<file path="config.mk">
export PLATFORM = sky130hd
export DESIGN_NAME = rn_noc_inject
export DESIGN_NICKNAME = d
export VERILOG_FILES = /design/src/rtl/noc_pkg.sv /design/src/rtl/rn_flit_fifo.sv /design/src/rtl/rn_noc_inject.sv
export SDC_FILE = /design/constraint.sdc
export NUM_CORES = 1
export LEC_CHECK = 0
export CAP_MARGIN = 30
export CORE_MARGIN = 2
export CORE_UTILIZATION = 52
export CTS_BUF_LIST = sky130_fd_sc_hd__clkbuf_8 sky130_fd_sc_hd__clkbuf_16
export DETAILED_ROUTE_END_ITERATION = 16
export PLACE_DENSITY_LB_ADDON = 0.08
export RECOVER_POWER = 100
export SLEW_MARGIN = 10
export SYNTH_ARGS = -nofsm -noshare
export SYNTH_HDL_FRONTEND = slang
export SYNTH_SLANG_ARGS = --single-unit
</file>
<file path="constraint.sdc">
create_clock -name clk -period 3.55 [get_ports clk]
set_input_delay 0.355 -clock clk [delete_from_list [all_inputs] [get_ports clk]]
set_output_delay 0.355 -clock clk [all_outputs]
set_load 0.02 [all_outputs]
</file>
<file path="src/rtl/noc_pkg.sv">
// Shared types and helpers for the RN request-side NoC injection stage.
package noc_pkg;

  localparam int unsigned NOC_PLW  = 82;
  localparam int unsigned NOC_TGTW = 2;

  typedef enum logic [1:0] {
    CH_AW = 2'd0,
    CH_W  = 2'd1,
    CH_AR = 2'd2
  } chan_e;

  typedef enum logic [1:0] {
    ARB    = 2'd0,
    HOLD   = 2'd1,
    WBURST = 2'd2
  } inj_state_e;

  // Round-robin successor: AW -> W -> AR -> AW.
  function automatic chan_e next_chan(input chan_e c);
    return (c == CH_AR) ? CH_AW : chan_e'(2'(c) + 2'd1);
  endfunction

  // First channel with a pending flit, scanning from the rr pointer.
  function automatic chan_e rr_pick(input chan_e rr, input logic [2:0] ne);
    chan_e c;
    chan_e pick;
    logic  found;
    c     = rr;
    pick  = rr;
    found = 1'b0;
    for (int i = 0; i < 3; i++) begin
      if (!found && ne[c]) begin
        pick  = c;
        found = 1'b1;
      end
      c = next_chan(c);
    end
    return pick;
  endfunction

endpackage

</file>
<file path="src/rtl/rn_flit_fifo.sv">
// Synchronous flit FIFO with wrap-bit pointers; full blocks push, no bypass.
module rn_flit_fifo #(
  parameter int unsigned DEPTH = 4,
  parameter int unsigned W     = 8
) (
  input  logic         clk,
  input  logic         rst,
  input  logic         push,
  input  logic [W-1:0] din,
  input  logic         pop,
  output logic [W-1:0] dout,
  output logic         full,
  output logic         empty
);

  localparam int unsigned AW = $clog2(DEPTH);
  localparam int unsigned PW = AW + 1;

  logic [PW-1:0] wr_ptr;
  logic [PW-1:0] rd_ptr;
  logic [W-1:0]  mem [DEPTH];

  assign empty = (wr_ptr == rd_ptr);
  assign full  = (wr_ptr[AW-1:0] == rd_ptr[AW-1:0]) && (wr_ptr[AW] != rd_ptr[AW]);
  assign dout  = mem[rd_ptr[AW-1:0]];

  always_ff @(posedge clk) begin
    if (rst) begin
      wr_ptr <= '0;
      rd_ptr <= '0;
    end else begin
      if (push && !full) wr_ptr <= wr_ptr + PW'(1);
      if (pop && !empty) rd_ptr <= rd_ptr + PW'(1);
    end
  end

  // Storage carries no reset; validity is tracked by the pointers alone.
  always_ff @(posedge clk) begin
    if (push && !full) mem[wr_ptr[AW-1:0]] <= din;
  end

endmodule

</file>
<file path="src/rtl/rn_noc_inject.sv">
// Buffers AW/W/AR request flits and round-robins them onto the router local port,
// keeping W bursts contiguous.
module rn_noc_inject
  import noc_pkg::*;
#(
  parameter int unsigned DEPTH = 4,
  parameter int unsigned PLW   = NOC_PLW,
  parameter int unsigned TGTW  = NOC_TGTW
) (
  input  logic            clk,
  input  logic            rst,
  input  logic            aw_valid,
  output logic            aw_ready,
  input  logic [PLW-1:0]  aw_payload,
  input  logic [TGTW-1:0] aw_tgtid,
  input  logic            w_valid,
  output logic            w_ready,
  input  logic            w_head,
  input  logic            w_tail,
  input  logic [PLW-1:0]  w_payload,
  input  logic [TGTW-1:0] w_tgtid,
  input  logic            ar_valid,
  output logic            ar_ready,
  input  logic [PLW-1:0]  ar_payload,
  input  logic [TGTW-1:0] ar_tgtid,
  output logic            out_valid,
  input  logic            out_ready,
  output logic [1:0]      out_type,
  output logic            out_head,
  output logic            out_tail,
  output logic [PLW-1:0]  out_payload,
  output logic [TGTW-1:0] out_tgtid,
  output logic            err_w_orphan
);

  localparam int unsigned AW_W = PLW + TGTW;
  localparam int unsigned WW_W = PLW + TGTW + 2;

  logic            aw_full, aw_empty, aw_pop;
  logic            w_full, w_empty, w_pop;
  logic            ar_full, ar_empty, ar_pop;
  logic [AW_W-1:0] aw_dout, ar_dout;
  logic [WW_W-1:0] w_dout;
  logic [2:0]      ne;

  inj_state_e state;
  chan_e      rr;
  chan_e      hold_ch;
  chan_e      cur_ch;
  logic       transfer;
  logic       wq_head, wq_tail;

  assign aw_ready = !rst && !aw_full;
  assign w_ready  = !rst && !w_full;
  assign ar_ready = !rst && !ar_full;

  rn_flit_fifo #(.DEPTH(DEPTH), .W(AW_W)) u_aw_fifo (
    .clk(clk), .rst(rst), .push(aw_valid && aw_ready), .din({aw_tgtid, aw_payload}),
    .pop(aw_pop), .dout(aw_dout), .full(aw_full), .empty(aw_empty)
  );

  rn_flit_fifo #(.DEPTH(DEPTH), .W(WW_W)) u_w_fifo (
    .clk(clk), .rst(rst), .push(w_valid && w_ready),
    .din({w_head, w_tail, w_tgtid, w_payload}),
    .pop(w_pop), .dout(w_dout), .full(w_full), .empty(w_empty)
  );

  rn_flit_fifo #(.DEPTH(DEPTH), .W(AW_W)) u_ar_fifo (
    .clk(clk), .rst(rst), .push(ar_valid && ar_ready), .din({ar_tgtid, ar_payload}),
    .pop(ar_pop), .dout(ar_dout), .full(ar_full), .empty(ar_empty)
  );

  assign ne      = {!ar_empty, !w_empty, !aw_empty};
  assign wq_head = w_dout[WW_W-1];
  assign wq_tail = w_dout[WW_W-2];

  // Grant selection and output mux; everything here derives from registered state.
  always_comb begin
    cur_ch      = rr_pick(rr, ne);
    out_valid   = |ne;
    out_type    = 2'(CH_AW);
    out_head    = 1'b1;
    out_tail    = 1'b1;
    out_payload = aw_dout[PLW-1:0];
    out_tgtid   = aw_dout[AW_W-1:PLW];
    case (state)
      HOLD: begin
        cur_ch    = hold_ch;
        out_valid = ne[hold_ch];
      end
      WBURST: begin
        cur_ch    = CH_W;
        out_valid = ne[CH_W];
      end
      default: ;
    endcase
    out_type = 2'(cur_ch);
    case (cur_ch)
      CH_W: begin
        out_head    = wq_head;
        out_tail    = wq_tail;
        out_payload = w_dout[PLW-1:0];
        out_tgtid   = w_dout[AW_W-1:PLW];
      end
      CH_AR: begin
        out_payload = ar_dout[PLW-1:0];
        out_tgtid   = ar_dout[AW_W-1:PLW];
      end
      default: ;
    endcase
  end

  assign transfer = out_valid && out_ready;
  assign aw_pop   = transfer && (cur_ch == CH_AW);
  assign w_pop    = transfer && (cur_ch == CH_W);
  assign ar_pop   = transfer && (cur_ch == CH_AR);

  // FSM: a W flit without tail keeps the W lock; any other transfer re-arbitrates.
  always_ff @(posedge clk) begin
    if (rst) begin
      state        <= ARB;
      rr           <= CH_AW;
      hold_ch      <= CH_AW;
      err_w_orphan <= 1'b0;
    end else begin
      if (transfer) begin
        if (cur_ch == CH_W && !wq_tail) begin
          state <= WBURST;
        end else begin
          state <= ARB;
          rr    <= next_chan(cur_ch);
        end
        if (cur_ch == CH_W && !wq_head && state != WBURST) err_w_orphan <= 1'b1;
      end else if (state == ARB && out_valid) begin
        state   <= HOLD;
        hold_ch <= cur_ch;
      end
    end
  end

endmodule

</file>
==> results of run 1 <==
## where the power goes
group	internal [mW]	total, mW	switching, mW
sequential	13.9	14.1	0.141
clock	5.49	9.91	4.43
combinational	7.42	16.2	8.81
## repair_timing
item | 4_1_cts | 5_1_grt
setup endpoints to repair | 86 | 86
buffers inserted | 29 | 4
pin swaps | 37 | 20
gates resized for setup | 534 | 169
gates cloned | 13 | 7
## registers in the layout, indices dropped and copies added, names as in the netlist, 3 cells and up, named ones only
name	flops
u_aw_fifo.rd_ptr	3
u_ar_fifo.wr_ptr	3
u_aw_fifo.mem	336
u_ar_fifo.rd_ptr	3
u_ar_fifo.mem	336
u_aw_fifo.wr_ptr	3
u_w_fifo.rd_ptr	3
u_w_fifo.mem	344
u_w_fifo.wr_ptr	3
## area by class of cell
| type | instances | area, um^2 |
|---|---|---|
| Antenna cell | 21 | 52.55 |
| Clock buffer | 107 | 2678 |
| Timing Repair Buffer | 480 | 5121 |
| Inverter | 15 | 58.81 |
| Tap cell | 1030 | 1289 |
| Multi-Input combinational cell | 660 | 9170 |
| Clock inverter | 75 | 385.4 |
| Fill cell | 5059 | 26030 |
| Sequential cell | 1047 | 31170 |
## how the worst min path moves through the flow
stage | to | slack, ns | depth (start not counted)
2_1_floorplan | u_ar_fifo.mem[0][0] | 0.45 | 0
3_3_place_gp | hold_ch[1] | 0.49 | 2
3_5_place_dp | hold_ch[1] | 0.50 | 2
4_1_cts | u_ar_fifo.mem[2][25] | 0.29 | 1
5_1_grt | u_w_fifo.mem[3][41] | 0.38 | 1
6_report | u_ar_fifo.mem[3][25] | 0.39 | 1
## cells by family (layout without fill, tap and decap cells)
group / count (synthesis) / in the layout
flip-flops: 1047 / 1047
multiplexers: 266 / 266
AO/OA/AOI/OAI: 197 / 197
AND/OR/NAND/NOR: 160 / 160
buffers and inverters: 114 / 677
adder cells (fa/ha/maj): 22 / 22
XOR/XNOR: 15 / 15
other: 0 / 21
## routing by layer
layer	up-vias	track usage, %	wire length (um)
met3	204	5.553	6693
li1	8643	-	-
met2	697	40.94	49660
met1	10820	32.56	38280
met4	36	7.733	2528
met5	-	0	234
## per-stage QoR
stage	TNS, ns	cell area, um^2	worst slack, ns
6_report	-0.6257	49920	-0.06949
3_5_place_dp	-0.2443	45460	-0.04991
5_1_grt	-8.101	49900	-0.1697
2_1_floorplan	0	39880	0.08726
4_1_cts	-0.8685	49450	-0.07092
3_3_place_gp	-0.04487	45460	-0.03179
## critical path: stages (launching register included)
cell      delay, ns
dfxtp_4        0.36
xor2_4         0.18
buf_6          0.12
o41ai_2        0.30
a21oi_1        0.10
o221ai_2       0.26
inv_2          0.13
ha_4           0.36
buf_12         0.15
buf_12         0.15
buf_12         0.14
nor2_2         0.05
a21oi_2        0.14
buf_6          0.14
## cells in the final DEF, fill, tap and decap left out, types with 8 or more instances in the layout
cell	count
edfxtp_1	1016
dlygate4sd3_1	256
mux4_2	254
clkbuf_16	113
buf_4	92
nor2_1	70
a22oi_2	59
a21oi_2	46
buf_6	42
inv_1	34
buf_12	34
a21oi_1	30
clkinv_1	26
a22oi_1	25
nor2_2	22
diode_2	21
clkinv_2	21
ha_1	19
clkbuf_2	18
dfxtp_1	17
a21oi_4	16
nand2_1	15
nor2_4	10
buf_16	10
clkdlybuf4s50_1	10
xnor2_1	9
and3_1	8
dfxtp_4	8
## cell usage after synthesis, types with 2 or more instances
cell type  number
o31ai_1         3
dfxtp_1        31
xor2_1          6
nor2b_1         6
mux2_4          3
o21ai_0         2
nand3_1         2
mux4_2        254
xnor2_1         9
inv_1          15
mux2_2          2
a21oi_1        92
buf_2          23
clkbuf_1       62
and3_1         12
mux2i_1         3
nand2_1        16
edfxtp_1     1016
nor3_1          2
nand2b_1        5
mux2_1          4
and2_1          4
buf_1          13
ha_1           22
nor2_1        102
a22oi_1        84
==> flow_summary.yaml, run 1 <==
clock_tree:
  root_buffer: "clkbuf_16"
  tritoncts: "done"
  clockBufferDepth: 3
  h-tree-depth: 3
  insertion_delay_ns: 0.66
  cts.clk_slew.worst_paths_ns: 0.06
  cts_buffers: 105
  cts_sinks: 1047
  cts_hold_buf: 0
yosys:
  synthAdderAreaFrac_pct: 0.6905
  synth_xor_area_share_pct: 0.3295
  yosysSeqAreaShare_pct: 78.09
  ys_seq_elements: 1047
  ys_top_cells_by_area: "edfxtp_1 (77%), mux4_2 (14%), a22oi_1 (1.6%)"
  netlist.area_leader.share_pct: 76.53
  synthCells: 1821
  async_reset_ff_share_pct: 0
  muxShareOfSynthArea_pct: 14.71
  yosys_warnings: 0
  synth_top_family_by_area: "multiplexers"
  syn_area_um2: 39870
  ys.flop_type: "edfxtp_1"
  synth_edf_count: 1016
  yosys.cell_types.count: 54
  synth_top_area_cell: "edfxtp_1"
  synth_compound_area_share_pct: 3.173
  synth-simple-area-share_pct: 1.858
  syn_nets: 2103
  postSynthAreaPerCell_um2: 21.89
placement:
  portBuffers: 352
  post-place-cells: 3184
  dpl.hpwl_um: 57900
  routabilityCongestion: 0.8180
sta:
  slew_violations: 309
  max_freq_mhz: 276.3
  maxSlewHeadroom_pct: -36.96
  period_share_pct: 102.0
  min_period_ns: 3.619
  rsz0062_at_grt: "yes"
  whs_ns: 0.3937
  setup_viol_count_final: 24
  skew_ns: 0.01708
  worstMarginPinSlew_ns: 2.054
  setup_slack_ns: -0.06949
  hold_viol_final: 0
layout:
  final_cells: 3435
  postLayoutCoreUtil_pct: 65.73
  drive_above_1_share_pct: 33.64
  nets: 2591
  area_delta_synth_final_pct: 25.22
job:
  max-cap-violations: 5
die:
  die_y_um: 280.9
  io_pins: 353
  core.rowCount: 101
  die_area_um2: 78900
  die-width_um: 280.9
  initial_core_util_pct: 52.49
  fp.coreArea_um2: 75950
power:
  powerDensity_nw_per_um2: 805.7
  power_mw: 40.22
  ir_worst_vdd_v: 0.0008097
  power_leakage_nw: 15.91
setup_path:
  required_ns: 3.19
  endpoint: "out_payload[43]"
  crit_type: "flip-flop to output port"
  critical_path.max_fanout: 8
  timing.rr.end: "u_ar_fifo.mem[1][78]"
  arrival_ns: 3.26
  startpoint: "u_aw_fifo.rd_ptr[2]"
  worst-r2r-cell-count: 5
  regToRegStartpoint: "u_ar_fifo.rd_ptr[1]"
  regToRegSetupSlack_ns: 0.19
  end_kind: "output port"
  critPathLaunchType: "flip-flop"
outcome:
  violations: "capacitance limit, slew limit, setup timing"
  status: "finished with violations"
global_route:
  grt_use_total_pct: 24.59
  grt_pass1_vias: 20750
  grt_pass1_wl_um: 139200
  grt_max_degree: 85
  overflow: 0
  antenna_found_initial: 54
route:
  routed_wl_um: 97390
  ant_nets: 0
  firstDrtPassIters: 5
  wl_per_cell_um: 28.35
  drc: 0
  via_per_inst: 5.940
  vias: 20400
  drt_iter0_markers: 1634
worst_hold_path:
  hold_path_class: "input pin to flip-flop"
  worstHoldStart: "ar_payload[25]"
No activity file was read; power rests on OpenSTA's default activity.
==> run 2, diff against run 1 <==
CORE_MARGIN = unset   (was 2)
==> run 2 against run 1 <==
Sequential share of layout area fell by 1.2 points. Via count up 0.83%. Sequential cell count did not move. Cell count increased by 1.2%. The run still ends with capacitance limit, slew limit, setup timing left. Utilization is 1.2 points higher. First-iteration DRC count shrank 4.8%. Sequential power is essentially flat.
==> flow_summary.yaml, run 2 (synthesis gave the netlist of run 1 again) <==
route:
  firstDrtPassIters: 7
  via_per_inst: 5.919
  routed_wl_um: 98790
  ant_nets: 0
  drt_iter0_markers: 1556
  vias: 20570
  drc: 0
  wl_per_cell_um: 28.42
placement:
  portBuffers: 352
  place_ws_ns: -0.1244
  dpl.hpwl_um: 58050
  routabilityCongestion: 0.7958
  place_area_um2: 45580
clock_tree:
  cts_sinks: 1047
  insertion_delay_ns: 0.65
  clockBufferDepth: 3
  tritoncts: "done"
  h-tree-depth: 3
  root_buffer: "clkbuf_16"
  cts_buffers: 104
  cts.clk_slew.worst_paths_ns: 0.06
layout:
  nets: 2617
  final_common_cell: "edfxtp_1"
  largest_reg_flops: 344
  regArea_um2: 31160
  fin_area_um2: 50870
  area_delta_synth_final_pct: 27.60
  fillers: 5007
  multi_input_area_um2: 9224
  final_cell_mix: "edfxtp_1 (1016), dlygate4sd3_1 (255), mux4_2 (254)"
  drive_above_1_share_pct: 34.89
setup_path:
  critPathLaunchType: "flip-flop"
  end_kind: "output port"
  required_ns: 3.19
  crit_type: "flip-flop to output port"
  critical_path.max_fanout: 6
  arrival_ns: 3.28
sta:
  hold_viol_final: 0
  period_share_pct: 102.4
  min_period_ns: 3.635
  setup_viol_count_final: 37
  setup_tns_ns: -1.379
  maxSlewHeadroom_pct: -47.35
  worstMarginPinSlew_ns: 2.210
  max_freq_mhz: 275.1
  rsz0062_at_grt: "yes"
  skew_ns: 0.01400
  setup_slack_ns: -0.08473
  whs_ns: 0.4023
  slew_violations: 217
global_route:
  antenna_found_initial: 59
  grt_pass1_wl_um: 140400
  use_met1_pct: 32.32
  grt_max_degree: 85
  busiest_layer: "met2"
  overflow: 0
  grt_use_total_pct: 25.05
  grt_pass1_vias: 21370
  grt_util_met3_pct: 5.698
  grt_use_met2_pct: 41.81
die:
  fp.coreArea_um2: 75950
  io_pins: 353
  die-width_um: 278.9
  initial_core_util_pct: 52.49
  core.rowCount: 101
  die_y_um: 278.9
  die_area_um2: 77780
power:
  powerDensity_nw_per_um2: 842.8
  ir_worst_vdd_v: 0.0007751
  power_mw: 42.87
  power_leakage_nw: 16.27
worst_hold_path:
  hold_path_class: "input pin to flip-flop"
outcome:
  violations: "capacitance limit, slew limit, setup timing"
  status: "finished with violations"
job:
  max-cap-violations: 5
run 2: changes by cell type in the layout (fill, tap and decap cells not counted), moves of 7 or more:
cell and delta:
a22oi_1 -19, a22oi_2 +19, clkinv_1 +11, bufinv_16 +10, clkbuf_2 -9, buf_16 +8
buf_6 +8, clkinv_2 -8, a21oi_4 -7, clkbuf_16 +7
run 2: worst max-delay path: stages (launching register included):
cell     delay [ns]
dfxtp_2        0.34
xor2_2         0.20
nor3_4         0.28
buf_4          0.17
a211o_4        0.10
nand2_4        0.05
o21ai_4        0.24
buf_12         0.14
ha_4           0.27
buf_12         0.22
buf_16         0.16
a22oi_2        0.07
a21oi_2        0.21
buf_6          0.15
run 2: per-stage QoR:
step | utilization, % | cells
2_1_floorplan | - | 1821
3_3_place_gp | 60.01 | 3191
3_5_place_dp | 60.01 | 3191
4_1_cts | 66.01 | 3428
5_1_grt | 66.95 | 3467
6_report | 66.98 | 3476
run 2: metal layers:
metal	share of wire, %	up-vias
met1	39	10870
met4	3.0	38
met5	0.24	-
li1	-	8732
met2	51	715
met3	6.8	221
run 2: path summary, 6_finish.rpt:
path,start,to,slack (ns),cells past startpoint
worst max-delay path,u_ar_fifo.rd_ptr[1],out_payload[64],-0.08,13
worst min-delay path,aw_payload[12],u_aw_fifo.mem[1][12],0.40,1
worst max register to register,u_aw_fifo.rd_ptr[0],u_aw_fifo.mem[3][3],0.12,6
worst min register to register,err_w_orphan,err_w_orphan,0.50,2
run 2: timing repair:
| action | 4_1_cts | 5_1_grt |
|---|---|---|
| setup endpoints to repair | 86 | 86 |
| pin swaps | 45 | 65 |
| gates resized for setup | 573 | 146 |
| gates cloned | 15 | 13 |
| hold buffers | 0 | 0 |
| setup buffers | 29 | 17 |
| endpoints found under the hold margin | 0 | 0 |
run 2: where the power goes:
| group | total (mW) | internal [mW] | switching [mW] |
|---|---|---|---|
| clock network | 10.8 | 6.31 | 4.46 |
| logic | 18.0 | 8.60 | 9.44 |
| registers | 14.1 | 13.9 | 0.130 |
run 2: final cells by class:
cell class              instances  area share (%)
clock inverters                84           1.291
inverters                      15          0.1107
multi-input cells             660           18.13
diodes                         24          0.1181
well taps                    1030           2.534
flip-flops and latches       1047           61.27
repair buffers                507           11.18
clock buffers                 109           5.362
==> run 3, diff against run 2 <==
RECOVER_POWER = unset   (was 100)
==> run 3 against run 2 <==
The run ends with setup timing left. Via count is 0.46% lower. Power up 0.16%. Non-clock buffer count did not move.
==> flow_summary.yaml, run 3 (synthesis gave the netlist of run 1 again) <==
outcome:
  status: "finished with violations"
  violations: "setup timing"
route:
  wl_per_cell_um: 28.43
  drt_iter0_markers: 1655
  routed_wl_um: 98560
  via_per_inst: 5.907
  ant_nets: 0
  firstDrtPassIters: 5
  drc: 0
  vias: 20480
layout:
  area_delta_synth_final_pct: 28.16
  postLayoutCoreUtil_pct: 67.27
  largest_reg_flops: 344
  final_cell_mix: "edfxtp_1 (1016), clkdlybuf4s50_1 (266), mux4_2 (254)"
  drive_above_1_share_pct: 35.67
  final_common_cell: "edfxtp_1"
  nets: 2617
setup_path:
  max_stage_delay_ns: 0.34
  cp_cell_sequence: "xor2_2 -> nor3_4 -> buf_4 -> a211o_4 -> nand2_4 -> o21ai_4 -> buf_12 -> ha_4 -> buf_12 -> buf_16 -> a22oi_2 -> a21oi_2 -> buf_6"
  end_kind: "output port"
  path_common_cell: "buf_12"
  critical_path.max_fanout: 6
  worst-path-buf-inv: 5
  crit_type: "flip-flop to output port"
  slowest_stage: "dfxtp_2"
  required_ns: 3.19
  critPathLaunchType: "flip-flop"
  crit_family: "buffers and inverters"
  arrival_ns: 3.30
clock_tree:
  cts.clk_slew.worst_paths_ns: 0.06
  h-tree-depth: 3
  cts_sinks: 1047
  tritoncts: "done"
  clockBufferDepth: 3
  insertion_delay_ns: 0.65
  root_buffer: "clkbuf_16"
  cts_buffers: 104
sta:
  rsz0062_at_grt: "yes"
  min_period_ns: 3.650
  setup_viol_count_final: 43
  hold_viol_final: 0
  setup_slack_ns: -0.1001
  slew_violations: 0
  period_share_pct: 102.8
  max_freq_mhz: 274.0
  skew_ns: 0.01433
  maxSlewHeadroom_pct: 35.57
  worstMarginPinSlew_ns: 0.9664
placement:
  place_ws_ns: -0.1244
  portBuffers: 352
  dpl.hpwl_um: 58050
  routabilityCongestion: 0.7958
die:
  fp.coreArea_um2: 75950
  initial_core_util_pct: 52.49
  core.rowCount: 101
  io_pins: 353
  die-width_um: 278.9
  die_area_um2: 77780
  die_y_um: 278.9
global_route:
  grt_max_degree: 85
  grt_pass1_vias: 21370
  grt_pass1_wl_um: 140400
  antenna_found_initial: 28
  overflow: 0
  grt_use_total_pct: 25.05
worst_hold_path:
  hold_path_class: "input pin to flip-flop"
power:
  ir_worst_vdd_v: 0.0007745
  power_leakage_nw: 16.24
  powerDensity_nw_per_um2: 840.5
job:
  max-cap-violations: 0
==> run 3: through the flow <==
stage	setup TNS, ns	total power [mW]	cells	hold WS [ns]	cell area, um^2
2_1_floorplan	0	20.30	1821	0.4539	39880
3_3_place_gp	-0.2922	26.37	3191	0.4669	45580
3_5_place_dp	-0.5481	26.45	3191	0.4802	45580
4_1_cts	-4.278	40.96	3428	0.2927	50130
5_1_grt	-8.776	44.36	3464	0.3168	51080
6_report	-1.631	42.94	3467	0.3310	51090
==> run 3: area by class of cell <==
type                       instances  area (um^2)
sequential                      1047        31160
fill                            4977        24860
multi-input combinational        660         9294
timing repair buffer             507         5866
clock buffer                     109         2728
tap                             1030         1289
clock inverter                    84        656.9
inverter                          15        56.30
antenna                           15        37.54
==> run 3: report_power, final <==
part | switching, mW | internal [mW]
sequential | 0.131 | 13.9
clock | 4.46 | 6.31
combinational | 9.42 | 8.69
==> run 3: worst reg2reg max path: cells and delay by family (launching register included) <==
| family | cells | cell delay [ns] |
|---|---|---|
| XOR/XNOR | 1 | 0.22 |
| AND/OR/NAND/NOR | 2 | 0.62 |
| flip-flops | 1 | 0.34 |
| AO/OA/AOI/OAI | 1 | 0.73 |
| buffers and inverters | 2 | 0.54 |
==> run 3: timing repair <==
action                                  CTS  global route
gates cloned                             15            13
buffers inserted                         29            17
pin swaps                                45            65
hold buffers                              0             0
endpoints found under the setup margin   86            86
gates resized for setup                 573           146
==> run 3: routing by layer <==
metal  vias to the layer above  routed length, um  GRT usage [%]
li1                       8718                  -              -
met1                     10850              38640          32.32
met2                       714              50170          41.81
met3                       173               6830          5.698
met4                        24               2777          9.355
met5                         -                151              0
==> run 3: path summary, 6_finish.rpt <==
path | depth (start not counted) | slack [ns] | from | to
worst max register to register | 6 | 0.68 | u_aw_fifo.rd_ptr[0] | u_aw_fifo.mem[3][24]
worst max-delay path | 13 | -0.10 | u_ar_fifo.rd_ptr[1] | out_payload[40]
worst min register to register | 2 | 0.50 | hold_ch[1] | hold_ch[1]
worst min-delay path | 1 | 0.33 | aw_payload[12] | u_aw_fifo.mem[1][12]
